[config.mk]
export PLATFORM = sky130hd
export DESIGN_NAME = vote_intake_flat
export DESIGN_NICKNAME = d
export VERILOG_FILES = /design/src/rtl/vote_intake_if.sv /design/src/rtl/vote_intake.sv /design/src/flat_wrapper.sv
export SDC_FILE = /design/constraint.sdc
export NUM_CORES = 1
export LEC_CHECK = 0
export CORE_MARGIN = 1.5
export CORE_UTILIZATION = 30
export DETAILED_ROUTE_END_ITERATION = 8
export SYNTH_ARGS = -nofsm -noshare
export SYNTH_HDL_FRONTEND = slang
export SYNTH_SLANG_ARGS = --single-unit
[constraint.sdc]
create_clock -name clk -period 5.1 [get_ports clk]
set_input_delay 1.02 -clock clk [delete_from_list [all_inputs] [get_ports clk]]
set_output_delay 1.02 -clock clk [all_outputs]
set_load 0.02 [all_outputs]
[src/rtl/vote_intake_if.sv]
// Bus bundle for the vote intake stage: operator controls in, vote pulses,
// tallies and FSM state out.
interface vote_intake_if;
    // Event outputs are single-cycle pulses with no back-pressure: a high
    // any_valid_vote or rejected_vote means one event occurred on that cycle.
    logic       mode;
    logic       button1;
    logic       button2;
    logic       button3;
    logic       button4;
    logic       any_valid_vote;
    logic       rejected_vote;
    logic       busy;
    logic [7:0] can1_total;
    logic [7:0] can2_total;
    logic [7:0] can3_total;
    logic [7:0] can4_total;
    logic [1:0] fsm_state;

    modport master (
        output mode,
        output button1,
        output button2,
        output button3,
        output button4,
        input  any_valid_vote,
        input  rejected_vote,
        input  busy,
        input  can1_total,
        input  can2_total,
        input  can3_total,
        input  can4_total,
        input  fsm_state
    );

    modport slave (
        input  mode,
        input  button1,
        input  button2,
        input  button3,
        input  button4,
        output any_valid_vote,
        output rejected_vote,
        output busy,
        output can1_total,
        output can2_total,
        output can3_total,
        output can4_total,
        output fsm_state
    );
endinterface

[src/rtl/vote_intake.sv]
// Voting front end: synchronises and debounces four candidate buttons, accepts
// one unambiguous press per vote with a post-release lockout, keeps tallies.
module vote_intake #(
    parameter int DB_CYCLES      = 4,
    parameter int LOCKOUT_CYCLES = 10
) (
    input logic         clk,
    input logic         reset,
    vote_intake_if.slave vi
);

    localparam int DBW = (DB_CYCLES > 2) ? $clog2(DB_CYCLES) : 1;
    localparam int LKW = $clog2(LOCKOUT_CYCLES + 1);

    typedef enum logic [1:0] {
        IDLE         = 2'd0,
        WAIT_RELEASE = 2'd1,
        LOCKOUT      = 2'd2
    } state_t;

    state_t           state;
    state_t           state_next;

    logic [3:0]       raw;
    logic [3:0]       sync1;
    logic [3:0]       sync2;
    logic [3:0]       deb;
    logic [3:0]       deb_prev;
    logic [3:0]       press;
    logic [DBW-1:0]   db_cnt [4];

    logic [LKW-1:0]   lk_cnt;
    logic             lk_load;
    logic             one_hot;
    logic             vote_next;
    logic             rej_next;
    logic [3:0]       tally_inc;

    logic             vote_q;
    logic             rej_q;
    logic             busy_q;
    logic [7:0]       tally [4];

    assign raw = {vi.button4, vi.button3, vi.button2, vi.button1};

    // Two-flop synchroniser per button; the raw buttons are asynchronous.
    always_ff @(posedge clk or negedge reset) begin
        if (!reset) begin
            sync1 <= 4'b0;
            sync2 <= 4'b0;
        end else begin
            sync1 <= raw;
            sync2 <= sync1;
        end
    end

    // The debounced level flips only after DB_CYCLES consecutive disagreeing
    // samples; any agreeing sample restarts the count.
    always_ff @(posedge clk or negedge reset) begin
        if (!reset) begin
            deb      <= 4'b0;
            deb_prev <= 4'b0;
            for (int i = 0; i < 4; i++) begin
                db_cnt[i] <= '0;
            end
        end else begin
            deb_prev <= deb;
            for (int i = 0; i < 4; i++) begin
                if (sync2[i] != deb[i]) begin
                    if (db_cnt[i] == DBW'(DB_CYCLES - 1)) begin
                        deb[i]    <= sync2[i];
                        db_cnt[i] <= '0;
                    end else begin
                        db_cnt[i] <= db_cnt[i] + DBW'(1);
                    end
                end else begin
                    db_cnt[i] <= '0;
                end
            end
        end
    end

    assign press   = deb & ~deb_prev;
    assign one_hot = (deb != 4'd0) && ((deb & (deb - 4'd1)) == 4'd0);

    always_ff @(posedge clk or negedge reset) begin
        if (!reset) begin
            state <= IDLE;
        end else begin
            state <= state_next;
        end
    end

    // Mode is only consulted in IDLE on a press cycle; other states ignore it.
    always_comb begin
        state_next = state;
        vote_next  = 1'b0;
        rej_next   = 1'b0;
        lk_load    = 1'b0;
        tally_inc  = 4'b0;
        case (state)
            IDLE: begin
                if ((press != 4'b0) && !vi.mode) begin
                    if (one_hot) begin
                        vote_next = 1'b1;
                        tally_inc = deb;
                    end else begin
                        rej_next = 1'b1;
                    end
                    state_next = WAIT_RELEASE;
                end
            end
            WAIT_RELEASE: begin
                if (deb == 4'b0) begin
                    lk_load    = 1'b1;
                    state_next = LOCKOUT;
                end
            end
            LOCKOUT: begin
                if (lk_cnt == LKW'(1)) begin
                    state_next = IDLE;
                end
            end
            default: begin
                state_next = IDLE;
            end
        endcase
    end

    always_ff @(posedge clk or negedge reset) begin
        if (!reset) begin
            lk_cnt <= '0;
        end else if (lk_load) begin
            lk_cnt <= LKW'(LOCKOUT_CYCLES);
        end else if ((state == LOCKOUT) && (lk_cnt != '0)) begin
            lk_cnt <= lk_cnt - LKW'(1);
        end
    end

    // Tallies saturate at 255; the vote pulse is still issued at saturation.
    always_ff @(posedge clk or negedge reset) begin
        if (!reset) begin
            for (int i = 0; i < 4; i++) begin
                tally[i] <= 8'd0;
            end
        end else begin
            for (int i = 0; i < 4; i++) begin
                if (tally_inc[i] && (tally[i] != 8'hFF)) begin
                    tally[i] <= tally[i] + 8'd1;
                end
            end
        end
    end

    always_ff @(posedge clk or negedge reset) begin
        if (!reset) begin
            vote_q <= 1'b0;
            rej_q  <= 1'b0;
            busy_q <= 1'b0;
        end else begin
            vote_q <= vote_next;
            rej_q  <= rej_next;
            busy_q <= (state_next != IDLE);
        end
    end

    assign vi.any_valid_vote = vote_q;
    assign vi.rejected_vote  = rej_q;
    assign vi.busy           = busy_q;
    assign vi.can1_total     = tally[0];
    assign vi.can2_total     = tally[1];
    assign vi.can3_total     = tally[2];
    assign vi.can4_total     = tally[3];
    assign vi.fsm_state      = state;

endmodule

[src/flat_wrapper.sv]
// flat-port wrapper written by rule: the top's interface ports become plain ports
module vote_intake_flat 
#(
    parameter int DB_CYCLES      = 4,
    parameter int LOCKOUT_CYCLES = 10
)
  (clk, reset, vi_mode, vi_button1, vi_button2, vi_button3, vi_button4, vi_any_valid_vote, vi_rejected_vote, vi_busy, vi_can1_total, vi_can2_total, vi_can3_total, vi_can4_total, vi_fsm_state);
  vote_intake_if vi_i ();
  input logic clk;
  input logic reset;
  input wire logic [$bits(vi_i.mode)-1:0] vi_mode;
  input wire logic [$bits(vi_i.button1)-1:0] vi_button1;
  input wire logic [$bits(vi_i.button2)-1:0] vi_button2;
  input wire logic [$bits(vi_i.button3)-1:0] vi_button3;
  input wire logic [$bits(vi_i.button4)-1:0] vi_button4;
  output wire logic [$bits(vi_i.any_valid_vote)-1:0] vi_any_valid_vote;
  output wire logic [$bits(vi_i.rejected_vote)-1:0] vi_rejected_vote;
  output wire logic [$bits(vi_i.busy)-1:0] vi_busy;
  output wire logic [$bits(vi_i.can1_total)-1:0] vi_can1_total;
  output wire logic [$bits(vi_i.can2_total)-1:0] vi_can2_total;
  output wire logic [$bits(vi_i.can3_total)-1:0] vi_can3_total;
  output wire logic [$bits(vi_i.can4_total)-1:0] vi_can4_total;
  output wire logic [$bits(vi_i.fsm_state)-1:0] vi_fsm_state;
  assign vi_i.mode = vi_mode;
  assign vi_i.button1 = vi_button1;
  assign vi_i.button2 = vi_button2;
  assign vi_i.button3 = vi_button3;
  assign vi_i.button4 = vi_button4;
  assign vi_any_valid_vote = vi_i.any_valid_vote;
  assign vi_rejected_vote = vi_i.rejected_vote;
  assign vi_busy = vi_i.busy;
  assign vi_can1_total = vi_i.can1_total;
  assign vi_can2_total = vi_i.can2_total;
  assign vi_can3_total = vi_i.can3_total;
  assign vi_can4_total = vi_i.can4_total;
  assign vi_fsm_state = vi_i.fsm_state;
  vote_intake #(.DB_CYCLES(DB_CYCLES), .LOCKOUT_CYCLES(LOCKOUT_CYCLES)) u_core (.clk(clk), .reset(reset), .vi(vi_i));
endmodule
; ---- Yosys cells after proc, flatten, opt, wreduce, memory -nomap -nowiden
; Cells that the tools add are included.
[classes]
n_addsub = 10
n_eq_ne = 15
n_mux = 25
n_bitwise = 3
n_reduce_logical = 20
[ops]
columns = operator, count
row1 = $add A8 B1 Y8 const B, 4
row2 = $ne A8 B8 Y1 const B, 4
row3 = $mux W2, 11
row4 = $mux W4, 5
row5 = $reduce_bool A4 Y1, 3
row6 = $eq A2 B2 Y1 const B, 5
row7 = $add A2 B1 Y2 const B, 4
row8 = $and A4 B4 Y4, 2
row9 = $logic_not A4 Y1, 2
row10 = $mux W1, 8
row11 = $reduce_and A2 Y1, 4
row12 = $sub A4 B1 Y4 const B, 2
row13 = $logic_and A1 B1 Y1, 7
row14 = $pmux W2 S3, 1
row15 = $eq A4 B1 Y1 const B, 1
row16 = $ne A1 B1 Y1, 4
row17 = $not A4 Y4, 1
row18 = $reduce_bool A2 Y1, 2
row19 = $eq A2 B1 Y1 const B, 1
row20 = $logic_not A2 Y1, 1
row21 = $logic_not A1 Y1, 1
[totals]
reg_bits = 65
in_bits = 7
output_inout_bits = 37
wordCells = 93

; ---- Logic depth before layout (Yosys ltp)
; Gate-level depths: netlist of run 1.
[depth]
ltp_word = 8
mapped_depth = 8
mapped_depth_nobuf = 6

; ---- Worst setup path before layout of run 1
; Ideal clock, no wire load.
[synth_path]
kind = input-to-reg
from = input port vi_mode
to = register u_core.tally (netlist bit u_core.vi.can4_total[1])
setup_time_ns = 0.125
arrival_ns = 2.285
required_ns = 4.975
path_slack_ns = 2.691
stages = 5
n_path_buf = 1
cell_sequence = nor3_1 > o41ai_4 > buf_4 > a311oi_2 > mux2_2
[synth_between]
elab_chain_cells = 5
[synth_rtl]
columns = element, line
row1 = "start, declared", flat_wrapper.sv:11  ; input wire logic [$bits(vi_i.mode)-1:0] vi_mode;
row2 = $logic_not A1 Y1, vote_intake.sv:103  ; if ((press != 4'b0) && !vi.mode) begin
row3 = $logic_and A1 B1 Y1, vote_intake.sv:103
row4 = $mux W4, vote_intake.sv:103
row5 = $mux W4, vote_intake.sv:101  ; case (state)
row6 = $logic_and A1 B1 Y1, vote_intake.sv:148  ; if (tally_inc[i] && (tally[i] != 8'hFF)) begin
row7 = "end signal, assigned by index", vote_intake.sv:149  ; tally[i] <= tally[i] + 8'd1;
row8 = "end, declared", vote_intake.sv:42  ; logic [7:0] tally [4];
; No other way between the ends.
; A chain may end at the register's enable or synchronous reset.

; ---- Worst setup path in the final report of run 1
[layout_path]
from = input port vi_mode
to = register u_core.tally (netlist bit u_core.vi.can1_total[1])
; The elaborated chain is that of the path after synthesis.

==> flow_summary.toml, run 1 <==
[timing]
min_period_over_period = 0.549
rsz0062_at_grt = "no"
skew_ps = 10.9
slew_viol_final = 0
finalSetupViolations = 0
fin_crit_ps = 2800
worst_slew_pin_slew_ps = 683
fmax_mhz = 357
fin_ws_ps = 2300
tns_ps = 0
holdWs_ps = 349
hold_viol_final = 0
timing.slew.headroom = 0.543

[critical_path]
path_buf_inv = 1
cp-start-kind = "input pin"
critical_path.cell_chain = "clkdlybuf4s50_1 > nor3_1 > o41ai_4 > nand2b_1 > nor2_1 > mux2_2"
max_stage_delay_ps = 400
crit_fanout = 12
crit_family = "simple AND/OR/NAND/NOR gates"
arrival_ps = 3020
crit_slowest_cell = "clkdlybuf4s50_1"
critical_path_required_ps = 5320
cp-end-kind = "flip-flop"
crit_type = "input pin to flip-flop"

[clocking]
clk_pin_slew_ps = 70
cts_hold_buf = 0
cts_setup_buffers = 0
h-tree-depth = 3
clk_latency_ps = 330
cts.sinks = 65
cts_resized = 0
cts_root_buffer = "clkbuf_8"
cts_made_buffers = 9
cts_tree = "built"
clockBufferDepth = 2

[pwr]
power_w = 0.00169
power_leakage_nw = 1.61
power_density_nw_per_um2 = 468
ir_drop_uv = 163

[synth]
ys_ff_latch = 65
yosysWarnings = 0
yosysSeqAreaShare = 0.569
async_flop_share = 1.00
synth_edf_count = 0
ys_types = 37
syn_nets = 248
syn_inst = 231
syn_area_um2 = 2860
synth-main-ff-cell = "dfrtp_1"
avgSynthCellArea_um2 = 12.4

[floorplan]
rows = 35
die_w_um = 101
pin_count = 44
core-area_um2 = 9240
fp.dieArea_um2 = 10100
die_y_um = 101
start_util = 0.309

[global_route]
grt_start_max_net_pins = 51
antenna_found_initial = 0
grt.overflow.total = 0
first_global_vias = 1837
grt_pass1_wl_um = 8780
grt.total_usage = 0.112

[placement]
gp_congestion = 0.759
place_hpwl_um = 3480
place_ws_ps = 1990
port_buffers = 43

[flow_run]
drv_cap = 0

[drt]
routedWlPerCell_um = 12.1
drt_iter0_drc = 68
post-route-drc-count = 0
drt_wl_total_um = 5040
via_per_inst = 4.48
dr.pass1.iters = 4
detail-route-antenna-nets = 0
vias = 1858

[layout]
drive_above_1_share = 0.126
fin_nets = 298
syn_to_final_growth_pct = 26.1
num_antenna_cells = 0
fillers = 908
layout_commonest_cell = "dfrtp_1"
final_util = 0.390
final_cell_mix = "dfrtp_1, clkdlybuf4s50_1, xnor2_1, xor2_1, nand2_1"

[run_status]
status = "finished, final reports clean"

[min_path]
worst_hold_path_type = "flip-flop to flip-flop"
## routing by layer
layer / GRT usage / up-vias / part of all wire
li1: - / 911 / -
met2: 0.164 / 31 / 0.44
met1: 0.154 / 912 / 0.50
met5: 0 / - / 0
met3: 0.0312 / 4 / 0.038
met4: 0.0553 / 0 / 0.013
## flip-flops by register name, indices dropped and copies added, names as in the netlist
name                      count
u_core.db_cnt                 8
u_core.vi.can1_total          8
u_core.vi.can2_total          8
u_core.vi.can3_total          8
u_core.vi.can4_total          8
u_core.deb                    4
u_core.deb_prev               4
u_core.lk_cnt                 4
u_core.sync1                  4
u_core.sync2                  4
u_core.vi.fsm_state           2
u_core.vi.any_valid_vote      1
u_core.vi.busy                1
u_core.vi.rejected_vote       1
## report_power, final
part           switching, W  total (W)  internal [W]  leakage [nW]
logic              0.000251   0.000497      0.000246         0.669
registers          0.000127   0.000762      0.000635         0.835
clock network      0.000191   0.000427      0.000235         0.102
## metrics by stage
stage	instances	instance area (µm²)
finish	415	3600
global route	415	3600
CTS	415	3600
detailed placement	399	3410
global placement	399	3410
floorplan	231	2860
## cell families (layout without fill, tap and decap cells)
family | after synthesis | count (layout) | synth area share
AND/OR/NAND/NOR | 91 | 91 | 0.188
flip-flops | 65 | 65 | 0.569
XOR/XNOR | 32 | 32 | 0.0981
AO/OA/AOI/OAI | 14 | 14 | 0.0407
adder cells (fa/ha/maj) | 10 | 10 | 0.0438
buffers and inverters | 10 | 65 | 0.0232
multiplexers | 9 | 9 | 0.0368
## worst register-to-register path: cells and delay by family, from the launching register on
family,cells,cell delay [ps]
multiplexers,1,280
flip-flops,1,530
AND/OR/NAND/NOR,3,870
AO/OA/AOI/OAI,1,640
buffers and inverters,1,50
## synthesized netlist by cell type, drive strengths merged, types with 2 or more instances
cell | n | area, µm²
nand2b | 7 | 43.8
nor2b | 8 | 50.1
nand3 | 10 | 50.1
xor2 | 16 | 140
ha | 10 | 125
nor4 | 8 | 56.3
nand2 | 15 | 56.3
inv | 5 | 21.3
nand4 | 9 | 56.3
mux2 | 9 | 105
nor2 | 8 | 30.0
a21oi | 3 | 15.0
nand3b | 2 | 15.0
and3 | 5 | 37.5
and2b | 3 | 22.5
dfrtp | 65 | 1630
and4 | 3 | 26.3
buf | 5 | 45.0
o21ai | 5 | 25.0
xnor2 | 16 | 140
nor3 | 11 | 60.1
## area by class of cell
class	count	area, µm²	area share
inverters	5	21.3	0.00591
multi-input cells	156	1160	0.323
clock buffers	10	138	0.0382
clock inverters	6	57.6	0.0160
flip-flops and latches	65	1630	0.452
repair buffers	44	433	0.120
well taps	129	161	0.0448
## path summary, 6_finish.rpt
path,start,endpoint,slack [ps],depth (start not counted)
max reg2reg,u_core.deb[3],u_core.vi.can4_total[6],2610,6
min in group asynchronous,reset,u_core.lk_cnt[2],580,1
max,vi_mode,u_core.vi.can1_total[1],2300,6
min,u_core.sync1[1],u_core.sync2[1],350,0
max in group asynchronous,reset,u_core.vi.rejected_vote,3560,2
min reg2reg,u_core.sync1[1],u_core.sync2[1],350,0
Power figures use the tool's default switching activity.
==> inputs of run 2 (changes only) <==
Clock period 5.1 ns to 2.6 ns, I/O delays scaled along.
==> run 2 against run 1 <==
Net effect:
- sequential share of layout area shrank 0.25 points
- cell count rose by 0.96%
- register-to-register slack lost 2100 ps
- wire length grew 0.42%
- die area unchanged
- worst setup slack lost 1800 ps
- combinational power rose by 100%
- critical path depth did not move
- sequential power up 97%
- first-iteration DRC count rose by 46%
- flip-flop and latch count unchanged
- cell area rose by 0.56%
==> flow_summary.toml, run 2 (same netlist as run 1, synthesis figures left out) <==
[floorplan]
core-area_um2 = 9240
pin_count = 44
fp.dieArea_um2 = 10100
die_y_um = 101
rows = 35
die_w_um = 101
start_util = 0.309

[timing]
finalSetupViolations = 0
fmax_mhz = 470
hold_viol_final = 0
fin_ws_ps = 473
fin_crit_ps = 2130
holdWs_ps = 269
slew_viol_final = 0
timing.slew.headroom = 0.472
rsz0062_at_grt = "no"
skew_ps = 10.5
tns_ps = 0
min_period_over_period = 0.818
worst_slew_pin_slew_ps = 792

[clocking]
cts_made_buffers = 9
clk_latency_ps = 340
cts_hold_buf = 0
cts_setup_buffers = 0
clockBufferDepth = 2
cts_tree = "built"
h-tree-depth = 3
clk_pin_slew_ps = 70
cts_resized = 0
cts.sinks = 65
cts_root_buffer = "clkbuf_8"

[global_route]
grt_start_max_net_pins = 36
grt_pass1_wl_um = 9070
grt.overflow.total = 0
first_global_vias = 1934
grt.total_usage = 0.115
antenna_found_initial = 0

[pwr]
power_leakage_nw = 1.62
power_density_nw_per_um2 = 888
ir_drop_uv = 463

[layout]
final_util = 0.392
drive_above_1_share = 0.131
fin_nets = 305
final_cell_mix = "dfrtp_1, clkdlybuf4s50_1, xnor2_1, xor2_1, nand2_1"
syn_to_final_growth_pct = 26.8
layout_commonest_cell = "dfrtp_1"
num_antenna_cells = 0

[placement]
port_buffers = 43
gp_congestion = 0.749
place_hpwl_um = 3580
place_ws_ps = 290

[critical_path]
crit_slowest_cell = "dfrtp_1"
max_stage_delay_ps = 540
cp-start-kind = "flip-flop"
cp-end-kind = "flip-flop"
crit_type = "flip-flop to flip-flop"
critical_path.cell_chain = "and2b_1 > o41ai_4 > nand2b_1 > inv_4 > and3_4 > mux2_4"
crit_family = "simple AND/OR/NAND/NOR gates"
arrival_ps = 2350
critical_path_required_ps = 2820
crit_fanout = 10
path_buf_inv = 1

[min_path]
worst_hold_path_type = "input pin to asynchronous set/reset pin"

[drt]
post-route-drc-count = 0
routedWlPerCell_um = 12.1
drt_wl_total_um = 5060
dr.pass1.iters = 4
via_per_inst = 4.45
vias = 1863
drt_iter0_drc = 99
detail-route-antenna-nets = 0

[flow_run]
drv_cap = 0

[run_status]
status = "finished, final reports clean"
==> run 2: cell count changes in the layout (fill, tap and decap cells not counted), sizes merged <==
cell	previous run	this run
buf	2	9
clkinv	4	1
clkbuf	10	12
bufinv	1	0
clkinvlp	1	0
==> run 2: layout make-up <==
cell class                      count  area, µm²
Clock buffer                       12        145
Clock inverter                      1       5.00
Fill cell                         910       5620
Inverter                            5       21.3
Multi-Input combinational cell    156       1160
Sequential cell                    65       1630
Tap cell                          129        161
Timing Repair Buffer               51        498
==> run 2: metrics by stage <==
step | cells | total power [W] | instance area [µm²]
global route | 419 | 0.00346 | 3620
detailed placement | 406 | 0.00255 | 3470
floorplan | 231 | 0.00219 | 2860
finish | 419 | 0.00321 | 3620
global placement | 406 | 0.00252 | 3470
CTS | 419 | 0.00327 | 3620
==> run 2: report_power, final <==
part	total (W)	switching (W)	internal (W)	leakage, nW
Sequential	0.00150	0.000254	0.00125	0.835
Combinational	0.00101	0.000499	0.000513	0.708
Clock	0.000700	0.000345	0.000355	0.0782
==> run 2: final timing paths <==
path / startpoint / to / slack [ps] / cells past startpoint
max: u_core.deb[3] / u_core.vi.can4_total[6] / 470 / 6
min in group clk: u_core.sync1[3] / u_core.sync2[3] / 350 / 0
max in group asynchronous: reset / u_core.vi.can4_total[2] / 1700 / 2
min reg2reg: u_core.sync1[3] / u_core.sync2[3] / 350 / 0
max reg2reg: u_core.deb[3] / u_core.vi.can4_total[6] / 470 / 6
min: reset / u_core.lk_cnt[0] / 270 / 1
==> run 2: layer usage <==
layer  track usage  part of all wire  routed length, µm
met5             0                 0                  0
met4        0.0423             0.017                 88
met3        0.0430             0.043                217
met2         0.179              0.46               2320
met1         0.147              0.48               2430
==> inputs of run 3 (changes only) <==
Clock period 2.6 ns to 2.1 ns, I/O delays scaled along.
==> run 3 against run 2 <==
Net effect:
- clock-buffer cell count shrank 1
- flip-flop and latch count unchanged
- critical endpoint unchanged
- sequential share of layout area fell by 1.2 points
- largest power group unchanged
- critical path type unchanged
==> flow_summary.toml, run 3 (same netlist as run 1, synthesis figures left out) <==
[clocking]
clk_pin_slew_ps = 70
clockBufferDepth = 2
cts_root_buffer = "clkbuf_8"
cts.sinks = 65
h-tree-depth = 3
cts_tree = "built"
cts_setup_buffers = 0
cts_resized = 0
cts_made_buffers = 9
clk_latency_ps = 340
cts_hold_buf = 0

[placement]
place_ws_ps = -170
port_buffers = 43
gp_congestion = 0.755
place_hpwl_um = 3540

[pwr]
pwr-share-clk = 0.232
power_leakage_nw = 1.68
sw_frac_of_total = 0.334
internal-power_w = 0.00281
pwr-share-comb = 0.340
power_w = 0.00421
ir_drop_uv = 364
power_density_nw_per_um2 = 1130
pwr-share-seq = 0.428
p_switching_w = 0.00141

[timing]
timing.slew.headroom = 0.694
skew_ps = 10.1
slew_viol_final = 0
finalSetupViolations = 0
fin_ws_ps = 106
hold_viol_final = 0
rsz0062_at_grt = "no"
worst_slew_pin_slew_ps = 454
min_period_over_period = 0.950
fin_crit_ps = 1990
fmax_mhz = 501

[global_route]
antenna_found_initial = 0
grt.total_usage = 0.115
grt_pass1_wl_um = 9090
grt_start_max_net_pins = 66
first_global_vias = 1968
grt.overflow.total = 0

[floorplan]
rows = 35
pin_count = 44
fp.dieArea_um2 = 10100
die_y_um = 101
die_w_um = 101
core-area_um2 = 9240
start_util = 0.309

[layout]
final_util = 0.403
layout_commonest_cell = "dfrtp_1"
drive_above_1_share = 0.163
syn_to_final_growth_pct = 30.3
fin_nets = 313
num_antenna_cells = 0
final_cell_mix = "dfrtp_1, clkdlybuf4s50_1, xnor2_1, xor2_1, nand2_1"

[drt]
vias = 1933
via_per_inst = 4.51
routedWlPerCell_um = 12.0
drt_iter0_drc = 79
post-route-drc-count = 0
detail-route-antenna-nets = 0
drt_wl_total_um = 5150
dr.pass1.iters = 4

[critical_path]
arrival_ps = 2210
crit_type = "flip-flop to flip-flop"
crit_fanout = 6
cp-end-kind = "flip-flop"
cp-start-kind = "flip-flop"
critical_path_required_ps = 2320
rrSetupSlack_ps = 110

[flow_run]
drv_cap = 0

[run_status]
status = "finished, final reports clean"

[min_path]
worst_hold_path_type = "input pin to asynchronous set/reset pin"
run 3: final timing paths:
| check | from | to | cells after the start |
|---|---|---|---|
| worst max-delay path | u_core.deb[3] | u_core.vi.can4_total[6] | 6 |
| worst min-delay path | reset | u_core.lk_cnt[2] | 2 |
| worst max register to register | u_core.deb[3] | u_core.vi.can4_total[6] | 6 |
| worst min register to register | u_core.sync1[2] | u_core.sync2[2] | 0 |
| max in group asynchronous | reset | u_core.deb[2] | 2 |
| min in group clk | u_core.sync1[2] | u_core.sync2[2] | 0 |
run 3: layout make-up:
class | count | area (µm²)
Inverter | 5 | 21.3
Sequential cell | 65 | 1630
Timing Repair Buffer | 59 | 571
Clock buffer | 11 | 131
Clock inverter | 4 | 45.0
Fill cell | 893 | 5520
Multi-Input combinational cell | 156 | 1160
Tap cell | 129 | 161
run 3: stage by stage:
| step | setup TNS [ps] | cell area [µm²] | hold WS [ps] | instances |
|---|---|---|---|---|
| floorplan | 0 | 2860 | 124 | 231 |
| CTS | 0 | 3720 | 95.9 | 429 |
| global route | 0 | 3720 | 107 | 429 |
| global placement | -765 | 3540 | 341 | 414 |
| finish | 0 | 3720 | 84.9 | 429 |
| detailed placement | -658 | 3540 | 339 | 414 |
run 3: critical path, stage by stage, from the launching register on:
cell	delay, ps
dfrtp_1	470
and2b_1	230
o41ai_4	400
nand2b_1	280
inv_4	50
and3_4	160
mux2_4	280
run 3: metal layers:
layer / vias up / global-route usage / wire (µm)
met4: 0 / 0.0683 / 120
met3: 10 / 0.0291 / 182
met5: - / 0 / 0
met1: 954 / 0.152 / 2510
li1: 937 / - / -
met2: 32 / 0.172 / 2330
run 3: power by group through the flow:
stage / clock network, W / logic (W) / registers [W]
detailed placement: 0 / 0.00145 / 0.00183
floorplan: 0 / 0.000819 / 0.00189
global placement: 0 / 0.00141 / 0.00182
global route: 0.00109 / 0.00160 / 0.00185
finish: 0.000980 / 0.00143 / 0.00180
CTS: 0.00103 / 0.00146 / 0.00180
